===== config.mk =====
export PLATFORM = sky130hd
export DESIGN_NAME = detector_jogada
export DESIGN_NICKNAME = d
export VERILOG_FILES = /design/src/rtl/detector_jogada.sv
export SDC_FILE = /design/constraint.sdc
export NUM_CORES = 1
export LEC_CHECK = 0
export ABC_AREA = 1
export ABC_CLOCK_PERIOD_IN_PS = 3100
export CAP_MARGIN = 30
export CELL_PAD_IN_SITES_DETAIL_PLACEMENT = 1
export CELL_PAD_IN_SITES_GLOBAL_PLACEMENT = 1
export CORE_AREA = 4 4 74 76
export DETAILED_ROUTE_END_ITERATION = 8
export DIE_AREA = 0 0 78 80
export GPL_ROUTABILITY_DRIVEN = 0
export PLACE_DENSITY = 0.81
export SLEW_MARGIN = 20
export SYNTH_ARGS = -nofsm -noshare
export SYNTH_HDL_FRONTEND = slang
export SYNTH_SLANG_ARGS = --single-unit

===== constraint.sdc =====
create_clock -name clock -period 3.1 [get_ports clock]
set_clock_uncertainty 0.15 [all_clocks]
set_input_delay 0.62 -clock clock [delete_from_list [all_inputs] [get_ports clock]]
set_output_delay 0.62 -clock clock [all_outputs]
set_load 0.02 [all_outputs]

===== src/rtl/detector_jogada.sv =====
// Play detector: synchronises and debounces four buttons, emits one pulse per single-button press.
// Optional idle timeout pulse when built with DETECTOR_JOGADA_TIMEOUT_EN defined.
module detector_jogada #(
   parameter int DEBOUNCE_CYCLES = 4,
   parameter int CNT_W           = 16,
   parameter int TIMEOUT_CYCLES  = 32
) (
   input  logic       clock,
   input  logic       reset,
   input  logic       habilitar,
   input  logic [3:0] botoes,
   output logic       jogada_feita,
   output logic [3:0] jogada_valor,
   output logic       multiplo,
   output logic [2:0] db_estado
`ifdef DETECTOR_JOGADA_TIMEOUT_EN
   ,
   output logic       timeout
`endif
);

   typedef enum logic [2:0] {
      OCIOSO   = 3'd0,
      FILTRA   = 3'd1,
      PULSO    = 3'd2,
      MULTIPLO = 3'd3,
      SOLTA    = 3'd4
   } estado_t;

   localparam logic [CNT_W-1:0] CNT_LAST = CNT_W'(DEBOUNCE_CYCLES - 1);

   if (DEBOUNCE_CYCLES < 2) begin : g_chk_db
      $error("DEBOUNCE_CYCLES must be at least 2");
   end
   if ((2 ** CNT_W) <= DEBOUNCE_CYCLES) begin : g_chk_cnt
      $error("CNT_W too narrow for DEBOUNCE_CYCLES");
   end
   if (TIMEOUT_CYCLES < 1) begin : g_chk_to
      $error("TIMEOUT_CYCLES must be at least 1");
   end

   function automatic logic is_one_hot(input logic [3:0] v);
      return (v != 4'd0) && ((v & (v - 4'd1)) == 4'd0);
   endfunction

   estado_t          state_q, state_d;
   logic [3:0]       s1_q, bs_q;
   logic [1:0]       sync_valid_q, sync_valid_d;
   logic [3:0]       sample_q, sample_d;
   logic [CNT_W-1:0] cnt_q, cnt_d;
   logic             bs_was_zero_q, bs_was_zero_d;
   logic             feita_q, feita_d;
   logic             mult_q, mult_d;
   logic [3:0]       valor_q, valor_d;

`ifdef DETECTOR_JOGADA_TIMEOUT_EN
   localparam int             TO_W   = $clog2(TIMEOUT_CYCLES + 1);
   localparam logic [TO_W-1:0] TO_MAX = TO_W'(TIMEOUT_CYCLES);
   localparam logic [TO_W-1:0] TO_PRE = TO_W'(TIMEOUT_CYCLES - 1);
   logic [TO_W-1:0] tcnt_q, tcnt_d;
   logic            to_q, to_d;
`endif

   // Next-state and output decode for the play FSM.
   always_comb begin
      state_d  = state_q;
      sample_d = sample_q;
      cnt_d    = cnt_q;
      valor_d  = valor_q;
      feita_d  = 1'b0;
      mult_d   = 1'b0;
      case (state_q)
         OCIOSO: begin
            if (habilitar && (bs_q != 4'd0) && bs_was_zero_q) begin
               sample_d = bs_q;
               cnt_d    = CNT_W'(1);
               state_d  = FILTRA;
            end else begin
               state_d  = OCIOSO;
            end
         end
         FILTRA: begin
            if (!habilitar) begin
               state_d = OCIOSO;
            end else if (bs_q != sample_q) begin
               state_d = OCIOSO;
            end else if (cnt_q == CNT_LAST) begin
               if (is_one_hot(sample_q)) begin
                  state_d = PULSO;
                  feita_d = 1'b1;
                  valor_d = sample_q;
               end else begin
                  state_d = MULTIPLO;
                  mult_d  = 1'b1;
               end
            end else begin
               cnt_d = cnt_q + CNT_W'(1);
            end
         end
         PULSO, MULTIPLO: begin
            cnt_d   = '0;
            state_d = SOLTA;
         end
         SOLTA: begin
            if (bs_q != 4'd0) begin
               cnt_d = '0;
            end else if (cnt_q == CNT_LAST) begin
               state_d = OCIOSO;
            end else begin
               cnt_d = cnt_q + CNT_W'(1);
            end
         end
         default: begin
            state_d = OCIOSO;
         end
      endcase
   end

   // Release-seen flag; synchroniser zeros right after reset do not count as a real release.
   always_comb begin
      sync_valid_d = {sync_valid_q[0], 1'b1};
      if ((state_q == OCIOSO) && (state_d != OCIOSO)) begin
         bs_was_zero_d = 1'b0;
      end else if ((bs_q == 4'd0) && (sync_valid_q == 2'b11)) begin
         bs_was_zero_d = 1'b1;
      end else begin
         bs_was_zero_d = bs_was_zero_q;
      end
   end

`ifdef DETECTOR_JOGADA_TIMEOUT_EN
   // Idle timer: counts up to TIMEOUT_CYCLES, fires once, then spends one cycle cleared.
   always_comb begin
      to_d = 1'b0;
      if (!((state_q == OCIOSO) && habilitar && (bs_q == 4'd0))) begin
         tcnt_d = '0;
      end else if (tcnt_q == TO_MAX) begin
         tcnt_d = '0;
      end else begin
         tcnt_d = tcnt_q + TO_W'(1);
         to_d   = (tcnt_q == TO_PRE);
      end
   end
`endif

   // All state and output registers.
   always_ff @(posedge clock or posedge reset) begin
      if (reset) begin
         state_q       <= OCIOSO;
         s1_q          <= 4'd0;
         bs_q          <= 4'd0;
         sync_valid_q  <= 2'b00;
         sample_q      <= 4'd0;
         cnt_q         <= '0;
         bs_was_zero_q <= 1'b0;
         feita_q       <= 1'b0;
         mult_q        <= 1'b0;
         valor_q       <= 4'd0;
`ifdef DETECTOR_JOGADA_TIMEOUT_EN
         tcnt_q        <= '0;
         to_q          <= 1'b0;
`endif
      end else begin
         state_q       <= state_d;
         s1_q          <= botoes;
         bs_q          <= s1_q;
         sync_valid_q  <= sync_valid_d;
         sample_q      <= sample_d;
         cnt_q         <= cnt_d;
         bs_was_zero_q <= bs_was_zero_d;
         feita_q       <= feita_d;
         mult_q        <= mult_d;
         valor_q       <= valor_d;
`ifdef DETECTOR_JOGADA_TIMEOUT_EN
         tcnt_q        <= tcnt_d;
         to_q          <= to_d;
`endif
      end
   end

   assign jogada_feita = feita_q;
   assign jogada_valor = valor_q;
   assign multiplo     = mult_q;
   assign db_estado    = state_q;
`ifdef DETECTOR_JOGADA_TIMEOUT_EN
   assign timeout      = to_q;
`endif

endmodule


==> results by stage <==
Status:
- The flow ran to the end, and the final reports show no timing, DRC or antenna violations.

STA:
- The total count of max-transition violations in the final report is 0.
- The transition time at the pin with the least slew margin is 0.5147 ns.
- For the final routed database, the setup TNS stands at 0 ns.
- Headroom to the max-slew limit came out at 65.69%.
- The hold slack is 0.2045 ns.
- Based on the critical path, the design can be clocked at up to 0.4647 GHz.
- The number of hold violations in the final report is 0.
- The final cycle utilization of the critical path is 69.42%.
- Setup repair after global routing left no endpoint under its margin.
- The final critical delay including setup and external delays is 2.152 ns.
- Setup violations remaining at the end of the flow were counted as 0.

Floorplan:
- The die extent in y is 80 um.
- The die footprint is 6240 um2.
- The width of the die is 78 um.
- The I/O pin count is 16.
- The region available for standard cell placement spans 4723 um2.
- For this configuration, the core starts out at a cell density of 46.73%.
- The site row count is 25.

Clocking:
- Clock tree synthesis inserted a total of 5 buffers.
- The clock sink count is 40.
- The CTS tree is yes.
- The number of levels the H-tree was split into is 2.
- The insertion delay to the later sink of the worst-skew pair is 0.30 ns.
- After clock tree synthesis, the clock-pin slew on the worst setup and hold paths is 0.08 ns.
- The number of hold buffers added after CTS was 0.
- The clock root buffer master is sky130_fd_sc_hd__clkbuf_8.
- The number of cells upsized or downsized after cts is 0.
- The clock passes through at most 2 buffers.
- The total setup buffers inserted after CTS is 0.

Logic synthesis:
- The synthesized netlist contains 34 unique library cells.
- The fraction of post-synthesis cell area in the top cell type by area is 45.35%.
- After synthesis, the cell types taking the most area are sky130_fd_sc_hd__dfrtp_1 45%, sky130_fd_sc_hd__nand2_1 15%, sky130_fd_sc_hd__nor2_1 4.8%.
- Sequential elements use 45.35% of the synthesized area.
- During synthesis, Yosys emitted a total of 0 warnings.
- sky130_fd_sc_hd__dfrtp_1 takes more of the synthesized area than any other cell.
- In the synthesized netlist the dominant register cell turns out to be sky130_fd_sc_hd__dfrtp_1.
- Dividing the synthesized area by the synthesized cell count gives 7.855 um2.
- The synthesized design contains 0 enable-type register cells.
- In the synthesized netlist, the number of instances is 281.
- The post-synthesis instance area is 2207 um2.
- Of all flip-flops after synthesis, the portion carrying an async set or reset was 100.0%.
- The synthesized flop and latch total is 40.
- The number of nets handed over by synthesis was 289.
- By instance count, the leading cell after synthesis is sky130_fd_sc_hd__nand2_1.
- After synthesis, the most frequently instantiated cells are 87 x sky130_fd_sc_hd__nand2_1, 40 x sky130_fd_sc_hd__dfrtp_1, 28 x sky130_fd_sc_hd__nor2_1.

GRT:
- The number of antenna violations at the first check in global routing is 0.
- The number of global-route vias before repair is 1941.
- Entering global routing, the biggest net connects 41 pins.
- After global routing the overflow that remains totals 0.
- The first-pass GRT wire length is 9218 um.
- Across every metal layer, demand over resource in global routing totals 19.02%.

Flow run:
- The max-capacitance violation count is 0.

Placement:
- The port buffer count is 15.
- After detailed placement, the design holds a cell count of 361.
- The final HPWL from detailed placement is 4021 um.

Critical path:
- The capturing element type of the critical path is an output port.
- The worst path arrival time is 1.38 ns.
- Traced cell by cell, the critical path runs through clkdlybuf4s50_1.
- Counting both buffers and inverters, the worst setup path holds a total of 1.
- The kind of cell with the highest combined delay along the critical path is buffers and inverters.
- The slowest library cell on the worst path is sky130_fd_sc_hd__clkdlybuf4s50_1.
- The critical path data required time is 2.33 ns.
- The biggest cell delay along the critical path is 0.64 ns.
- The sort of element at the start of the critical path is a flop.
- Along the worst path, the maximum fanout reaches 5.
- The type of the worst setup path is flop to output port.

Final layout:
- The area growth from synthesis to layout is 13.55%.
- At the end of the flow, the number of nets in the layout was 309.
- 0 antenna diodes ended up in the layout.
- The fill cell instance count of the final layout is 590.
- Across the whole layout, storage elements account for 1001 um2.
- The share of layout cells above drive strength 1 is 12.96%.
- The final standard cell count with taps included and fillers excluded is 368.
- The area occupied by multi-input gates is 1052 um2.

Routing:
- The routed design has 5288 um of wire.
- The pre-antenna-repair detailed-routing pass consisted of 4 iterations.
- After detailed routing, the average wire length per cell comes to 14.37 um.
- In the routed design, unresolved DRC markers number 0.
- The residual antenna-violating net count after detailed routing is 0.
- The count of routing violations after the opening detailed-route iteration is 52.
- The per-cell via count in the routed design is 5.035.
- Detailed routing inserted a total of 1853 vias.

Pwr:
- The leakage power total is 0.001203 uW.
- The largest voltage drop on the vdd net is 256.4 uV.
- For this design the ratio of total power to cell area is 537.3 nW/um2.

Min path:
- The class of the tightest hold or removal check is flop to flop.
[state kept, by name, summed over array words and instances (netlist names), 2 cells and up]
register	count
db_estado	3
sync_valid_q	2
bs_q	4
sample_q	4
s1_q	4
jogada_valor	4
cnt_q	16
[cells by family (layout without fill, tap and decap cells)]
kind of cell / count (synthesis) / count (layout) / synth area share, %
simple gates: 164 / 164 / 35.54
flops: 40 / 40 / 45.35
buf+inv: 37 / 57 / 6.973
compound gates: 31 / 31 / 8.618
fa+ha+maj: 1 / 1 / 0.5668
xor+xnor: 7 / 7 / 2.778
other cells: 1 / 1 / 0.1699
[layout by cell type (no fill, tap or decap), types with 2 or more instances in the layout]
cell type,netlist,routed
sky130_fd_sc_hd__clkdlybuf4s50_1,0,15
sky130_fd_sc_hd__nor2_1,28,28
sky130_fd_sc_hd__nand2_4,4,4
sky130_fd_sc_hd__nand2_2,2,2
sky130_fd_sc_hd__o21ai_2,2,2
sky130_fd_sc_hd__a21oi_1,4,4
sky130_fd_sc_hd__dfrtp_1,40,40
sky130_fd_sc_hd__xor2_1,3,3
sky130_fd_sc_hd__inv_1,27,27
sky130_fd_sc_hd__o21ai_1,11,11
sky130_fd_sc_hd__inv_2,5,5
sky130_fd_sc_hd__o21ai_0,10,10
sky130_fd_sc_hd__nand2_1,87,87
sky130_fd_sc_hd__nand3_1,19,19
sky130_fd_sc_hd__nor3_2,2,2
sky130_fd_sc_hd__nand4_1,7,7
sky130_fd_sc_hd__nor2_4,2,2
sky130_fd_sc_hd__clkbuf_8,0,5
sky130_fd_sc_hd__nor2_2,5,5
sky130_fd_sc_hd__nand3_2,4,4
sky130_fd_sc_hd__xnor2_1,4,4
[metal layers]
metal | vias to the layer above | track usage [%] | part of all wire, %
met5 | - | 0 | 0
met4 | 0 | 6.993 | 2.0
met3 | 12 | 3.837 | 3.8
met2 | 32 | 31.16 | 47
met1 | 880 | 24.86 | 47
li1 | 929 | - | -
[power by group]
| group | internal [uW] | switching (uW) |
|---|---|---|
| Combinational | 129 | 259 |
| Clock | 152 | 187 |
| Sequential | 572 | 47.7 |
| Total | 853 | 493 |
[metrics by stage]
stage                     utilization [%]  total power [uW]  setup slack [ns]  instance area (um2)
after global placement              51.34             998.7            0.8549                 2425
after floorplan                         -             925.4             1.412                 2207
after global routing                53.06              1437            0.8876                 2506
final                               53.06              1347            0.9479                 2506
after CTS                           53.06              1365            0.9250                 2506
after detailed placement            51.34              1021            0.8206                 2425
[layout make-up]
cell class / instances / share of cell area, %
well taps: 67 / 3.345
clock inverters: 2 / 0.4993
repair buffers: 16 / 6.291
inverters: 34 / 5.192
multi-input cells: 204 / 41.99
clock buffers: 5 / 2.746
flip-flops and latches: 40 / 39.94
[final timing paths]
check                                  startpoint                    end  slack [ns]  depth (start not counted)
setup / recovery           db_estado[2]$_DFF_PP0_           db_estado[2]        0.95                          1
hold / removal                  s1_q[1]$_DFF_PP0_      bs_q[1]$_DFF_PP0_        0.20                          0
setup reg to reg             cnt_q[1]$_DFFE_PP0P_  cnt_q[14]$_DFFE_PP0P_        1.34                          8
hold reg to reg                 s1_q[1]$_DFF_PP0_      bs_q[1]$_DFF_PP0_        0.20                          0
max in group asynchronous                   reset   cnt_q[4]$_DFFE_PP0P_        1.82                          3
min in group asynchronous                   reset  cnt_q[13]$_DFFE_PP0P_        0.62                          3
Power figures use the tool's default switching activity.
